$ cat src/rtl/alu_pkg.sv
// Shared types and constants for the ALU result pipeline.
// NZCV bit positions, the flag bundle and the pipeline-occupancy state.
package alu_pkg;

  localparam int NZCV_N = 3;
  localparam int NZCV_Z = 2;
  localparam int NZCV_C = 1;
  localparam int NZCV_V = 0;

  localparam int ALU_DEFAULT_WIDTH     = 8;
  localparam int ALU_DEFAULT_NUM_UNITS = 16;
  localparam int ALU_DEFAULT_SEL_W     = 4;

  // Field order matches the NZCV bit positions, so the struct can be
  // copied straight into the status register.
  typedef struct packed {
    logic neg;
    logic zero;
    logic cout;
    logic ovf;
  } alu_flags_t;

  typedef enum logic {
    PIPE_EMPTY = 1'b0,
    PIPE_FULL  = 1'b1
  } pipe_state_e;

endpackage

$ cat src/rtl/alu_unit_select.sv
// Combinational selection of one functional-unit result and its flags.
// An out-of-range select yields a zero result with only zero/sel_err set.
module alu_unit_select
  import alu_pkg::*;
#(
  parameter int WIDTH     = ALU_DEFAULT_WIDTH,
  parameter int NUM_UNITS = ALU_DEFAULT_NUM_UNITS,
  parameter int SEL_W     = ALU_DEFAULT_SEL_W
) (
  input  logic [SEL_W-1:0]           sel_i,
  input  logic [NUM_UNITS*WIDTH-1:0] unit_result_i,
  input  logic [NUM_UNITS-1:0]       unit_ovf_i,
  input  logic [NUM_UNITS-1:0]       unit_cout_i,
  output logic [WIDTH-1:0]           result_o,
  output alu_flags_t                 flags_o,
  output logic                       sel_err_o
);

  logic ovf;
  logic cout;

  // Compare against each unit index instead of indexing by sel, so an
  // illegal select never reads past the packed bus.
  always_comb begin
    result_o  = '0;
    ovf       = 1'b0;
    cout      = 1'b0;
    sel_err_o = 1'b1;
    for (int i = 0; i < NUM_UNITS; i++) begin
      if (sel_i == SEL_W'(i)) begin
        result_o  = unit_result_i[i*WIDTH +: WIDTH];
        ovf       = unit_ovf_i[i];
        cout      = unit_cout_i[i];
        sel_err_o = 1'b0;
      end
    end
  end

  always_comb begin
    flags_o      = '0;
    flags_o.neg  = result_o[WIDTH-1];
    flags_o.zero = ~|result_o;
    flags_o.cout = cout;
    flags_o.ovf  = ovf;
  end

endmodule

$ cat src/rtl/alu_result_pipe.sv
// Registered ALU output selector with valid/ready handshake and NZCV register.
// Optional sticky overflow flag when ALU_STICKY_OVF_EN is defined.
module alu_result_pipe
  import alu_pkg::*;
#(
  parameter int WIDTH     = ALU_DEFAULT_WIDTH,
  parameter int NUM_UNITS = ALU_DEFAULT_NUM_UNITS,
  parameter int SEL_W     = ALU_DEFAULT_SEL_W
) (
  input  logic                       clk,
  input  logic                       rst,
  input  logic                       in_valid,
  output logic                       in_ready,
  input  logic [SEL_W-1:0]           sel,
  input  logic                       upd_flags,
  input  logic [NUM_UNITS*WIDTH-1:0] unit_result,
  input  logic [NUM_UNITS-1:0]       unit_ovf,
  input  logic [NUM_UNITS-1:0]       unit_cout,
  output logic                       out_valid,
  input  logic                       out_ready,
  output logic [WIDTH-1:0]           result,
  output logic                       overflow,
  output logic                       cout,
  output logic                       negativo,
  output logic                       zero,
  output logic                       sel_err,
  output logic [3:0]                 nzcv
`ifdef ALU_STICKY_OVF_EN
  ,
  input  logic                       sticky_clr,
  output logic                       sticky_ovf
`endif
);

  if (NUM_UNITS < 1 || (2 ** SEL_W) < NUM_UNITS) begin : g_bad_cfg
    $error("alu_result_pipe: NUM_UNITS must be in 1..2**SEL_W");
  end

  logic [WIDTH-1:0] sel_result;
  alu_flags_t       sel_flags;
  logic             sel_illegal;

  alu_unit_select #(
    .WIDTH    (WIDTH),
    .NUM_UNITS(NUM_UNITS),
    .SEL_W    (SEL_W)
  ) u_select (
    .sel_i        (sel),
    .unit_result_i(unit_result),
    .unit_ovf_i   (unit_ovf),
    .unit_cout_i  (unit_cout),
    .result_o     (sel_result),
    .flags_o      (sel_flags),
    .sel_err_o    (sel_illegal)
  );

  pipe_state_e      state_q, state_d;
  logic [WIDTH-1:0] result_q, result_d;
  alu_flags_t       flags_q, flags_d;
  logic             sel_err_q, sel_err_d;
  logic [3:0]       nzcv_q, nzcv_d;
  logic             accept;
  logic             drain;

  assign out_valid = (state_q == PIPE_FULL);
  assign in_ready  = !out_valid || out_ready;
  assign accept    = in_valid && in_ready;
  assign drain     = out_valid && out_ready;

  // Data registers load only on accept, so a plain drain leaves them holding.
  always_comb begin
    state_d   = state_q;
    result_d  = result_q;
    flags_d   = flags_q;
    sel_err_d = sel_err_q;
    nzcv_d    = nzcv_q;
    if (accept) begin
      state_d   = PIPE_FULL;
      result_d  = sel_result;
      flags_d   = sel_flags;
      sel_err_d = sel_illegal;
      if (upd_flags && !sel_illegal) begin
        nzcv_d = sel_flags;
      end
    end else if (drain) begin
      state_d = PIPE_EMPTY;
    end
  end

  always_ff @(posedge clk) begin
    if (rst) begin
      state_q   <= PIPE_EMPTY;
      result_q  <= '0;
      flags_q   <= '0;
      sel_err_q <= 1'b0;
      nzcv_q    <= '0;
    end else begin
      state_q   <= state_d;
      result_q  <= result_d;
      flags_q   <= flags_d;
      sel_err_q <= sel_err_d;
      nzcv_q    <= nzcv_d;
    end
  end

  assign result   = result_q;
  assign negativo = flags_q.neg;
  assign zero     = flags_q.zero;
  assign cout     = flags_q.cout;
  assign overflow = flags_q.ovf;
  assign sel_err  = sel_err_q;
  assign nzcv     = nzcv_q;

`ifdef ALU_STICKY_OVF_EN
  logic sticky_q, sticky_d;

  // Set is applied after clear so a same-cycle overflow wins.
  always_comb begin
    sticky_d = sticky_q;
    if (sticky_clr) begin
      sticky_d = 1'b0;
    end
    if (accept && !sel_illegal && sel_flags.ovf) begin
      sticky_d = 1'b1;
    end
  end

  always_ff @(posedge clk) begin
    if (rst) begin
      sticky_q <= 1'b0;
    end else begin
      sticky_q <= sticky_d;
    end
  end

  assign sticky_ovf = sticky_q;
`endif

endmodule

$ cat config.mk
export PLATFORM = sky130hd
export DESIGN_NAME = alu_result_pipe
export DESIGN_NICKNAME = d
export VERILOG_FILES = /design/src/rtl/alu_pkg.sv /design/src/rtl/alu_unit_select.sv /design/src/rtl/alu_result_pipe.sv
export SDC_FILE = /design/constraint.sdc
export NUM_CORES = 1
export LEC_CHECK = 0
export BUFFER_PORTS_ARGS = -buffer_cell sky130_fd_sc_hd__buf_2
export CELL_PAD_IN_SITES_DETAIL_PLACEMENT = 1
export CELL_PAD_IN_SITES_GLOBAL_PLACEMENT = 2
export CORE_MARGIN = 1.5
export CORE_UTILIZATION = 21
export DETAILED_ROUTE_END_ITERATION = 7
export HOLD_SLACK_MARGIN = 0.05
export PLACE_DENSITY_LB_ADDON = 0.2
export SLEW_MARGIN = 20
export SYNTH_ARGS = -nofsm -noshare
export SYNTH_HDL_FRONTEND = slang
export SYNTH_SLANG_ARGS = --single-unit
$ cat constraint.sdc
create_clock -name clk -period 3.6 [get_ports clk]
set_clock_uncertainty 0.15 [all_clocks]
set_input_delay 0.36 -clock clk [delete_from_list [all_inputs] [get_ports clk]]
set_output_delay 0.36 -clock clk [all_outputs]
set_load 0.02 [all_outputs]
==> metrics.md <==
| Metric | Value |
|---|---|
| Status | finished clean |
| Top_reg_cell synth | dfxtp_1 |
| Number of synthesized flops with an enable pin | 0 |
| Final Core Density | 31.23% |
| Post-synthesis sequential area ratio | 13.93% |
| Worst EP arrival | 2.54 ns |
| VDD IR max | 0.0001606 V |
| CTS Buffer Depth | 2 |
| H-tree depth | 1 |
| CP Data Required Time | 3.63 ns |
| Critical path's slowest cell | buf_2 |
| Initial DRC Count | 100 |
| Initial antenna violation count | 1 |
| Row count | 39 |
| Die ar. | 12290 µm² |
| Syn nets | 499 |
| Vias | 3297 |
| Pre-CTS WS | 0.8266 ns |
| Core Area | 11370 µm² |
| Commonest non-fill, non-tap cell in the layout | buf_2 |
| Reg2reg end | nzcv[2] |
| Setup WS post-layout | 1.088 ns |
| Clock sinks | 17 |
| Mapped Area | 2442 µm² |
| Vias per cell | 5.136 |
| Gpl congestion | 0.8173 |
| DIE HEIGHT | 110.8 µm |
| Worst-margin pin slew | 0.6209 ns |
| Post-CTS setup buffer count | 0 |
| Post-route clock period utilization | 69.79% |
| Worst slew margin | 58.52% |
| CTS resizes | 0 |
| Die X | 110.8 µm |
| Cells after Synth | 330 |
| Yosys top cell area share | 13.93% |
| Top cells by area, synth | dfxtp_1 14%, mux4_2 8.3%, mux2i_1 7.4%, a21oi_1 5.9%, nor2_1 4.6% |
| Cell area after layout | 3551 µm² |
| Post-route insts no fill | 642 |
| CP Capture Type | flop |
| Dpl hpwl | 10210 µm |
| Most frequent cells in the layout | 186 x buf_2, 30 x nor2_1, 29 x a21oi_1, 25 x nand2_1, 18 x mux2i_1 |
| Crit path to | nzcv[2] |
| Netlist cell types | 60 |
| Power, Total | 823.4 µW |
| Leak | 1.665 nW |
| Total gr overflow | 0 |
| Share of cells above drive strength 1 | 44.78% |
| PortBufs | 187 |
| Max_cap viols | 0 |
| FMAX | 398.0 MHz |
| Drt wl/cell | 19.11 µm |
| Hold crit path type | primary input to flop |
| Total CTS buffers | 3 |
| Async SR Flop Fraction | 0% |
| CP cell instances | buf_2 -> buf_12 -> mux4_2 -> nor2b_4 -> o41ai_2 -> a21oi_1 -> nor4_2 -> nand4_1 -> o21ai_1 |
| Startpoint types | primary input |
| Starting Density | 21.48% |
| Pin count of the biggest net entering global routing | 38 |
| Dpl cells | 637 |
| Tot GR Track Use | 19.54% |
| Final setup violation count | 0 |
| Reg2reg start | out_valid |
| Hold_buf cts | 0 |
| Min Tclk post-route | 2.512 ns |
| Setup TNS | 0 ns |
| Crit path launch | sel[1] |
| 1st-pass router iterations | 4 |
| Number of global-route vias before repair | 3547 |
| Mean Syn Cell Area | 7.401 µm² |
| Crit path max fanout | 37 |
| Buffers & Inverters on Critical Path | 2 |
| Crit path kind | primary input to flop |
| Crit. path cell count | 9 |
| First-pass GRT wire length | 19290 µm |
| Minimum hold slack | 0.2322 ns |
| I/O pin count | 188 |
| Final WL | 12270 µm |
| Final #Nets | 668 |
| Fin. Hold Viols | 0 |
| Residual DRC | 0 |
| FF-to-FF path depth | 5 |
| CP peak stage delay | 0.35 ns |
| Critical path's top delay family | simple AND/OR/NAND/NOR gates |
| Synth Warn # | 0 |
| Post-route antenna net violation count | 0 |
| Worst skew pair latency | 0.25 ns |
| Synth Register Bits | 17 |
| Root buf cell | clkbuf_16 |
| Area Growth Syn to Fin | 45.39% |
| Slew Limit Fails | 0 |
| Setup slack, reg-to-reg | 1.96 ns |
| CTS tree | yes |
| Power density cells | 231.9 nW/µm² |
| Placed cell areas | 3470 µm² |
| Leading area contributor after synthesis | dfxtp_1 |
| CTS clk-pin slew, worst paths | 0.05 ns |
| RSZ-0062 raised after global routing | false |
power by group:
group / switching (mW) / leakage, nW / total [mW] / internal (mW)
Combinational: 0.213 / 1.49 / 0.395 / 0.182
Sequential: 0.00643 / 0.140 / 0.208 / 0.201
Clock: 0.0701 / 0.0382 / 0.220 / 0.150
Total: 0.290 / 1.66 / 0.823 / 0.533
cell type report:
type,instances,area (µm²)
fill,1463,7819
multi-input combinational,270,1887
timing repair buffer,197,1026
sequential,17,340.3
tap,143,178.9
clock buffer,4,78.83
inverter,10,37.54
antenna,1,2.502
cells in the mapped netlist, drive strengths merged (3+ instances only):
cell type and instances:
o31ai 3, nand3b 3, o22ai 5, nand3 9, nor2b 10, o221ai 3, mux2i 18, nor3b 3
a221o 3, a211oi 9, o211ai 5, nand2b 11, a31oi 3, nor2 30, dfxtp 17, clkbuf 12
a32oi 4, o21ai 16, a21oi 29, a21o 3, inv 10, a221oi 4, mux4 9, a22oi 7
a2bb2oi 3, buf 21, nand2 25, nor3 14, mux2 8
worst register-to-register path, stage by stage (launching register included):
cell and delay (ns):
dfxtp_1 0.31, nand2b_1 0.14, and2_1 0.55, nand2_1 0.20
nand3b_1 0.12, o21ai_1 0.06
how the worst min path moves through the flow:
| stage | slack, ns | start | end | cells after the start |
|---|---|---|---|---|
| finish | 0.23 | in_valid | out_valid | 3 |
| global route | 0.25 | in_valid | out_valid | 3 |
| CTS | 0.23 | in_valid | out_valid | 3 |
| detailed placement | 0.31 | result[6] | result[6] | 2 |
| global placement | 0.30 | result[6] | result[6] | 2 |
| floorplan | 0.34 | in_valid | out_valid | 2 |
state kept, by name, summed over array words and instances (netlist names):
register   flops
result         8
nzcv           4
cout           1
out_valid      1
overflow       1
sel_err        1
zero           1
metal layers:
metal	share of wire [%]	GRT usage, %
met5	0	0
met2	48	33.33
met3	5.8	3.226
met4	1.2	2.479
met1	46	26.55
kinds of logic (layout without fill, tap and decap cells):
| family | after synthesis | in the layout | synth area share (%) |
|---|---|---|---|
| buffers and inverters | 43 | 211 | 8.811 |
| AO/OA/AOI/OAI | 118 | 118 | 33.45 |
| other | 0 | 1 | 0 |
| flip-flops | 17 | 17 | 13.93 |
| AND/OR/NAND/NOR | 117 | 117 | 24.44 |
| multiplexers | 35 | 35 | 19.36 |
No activity file was read; power rests on OpenSTA's default activity.
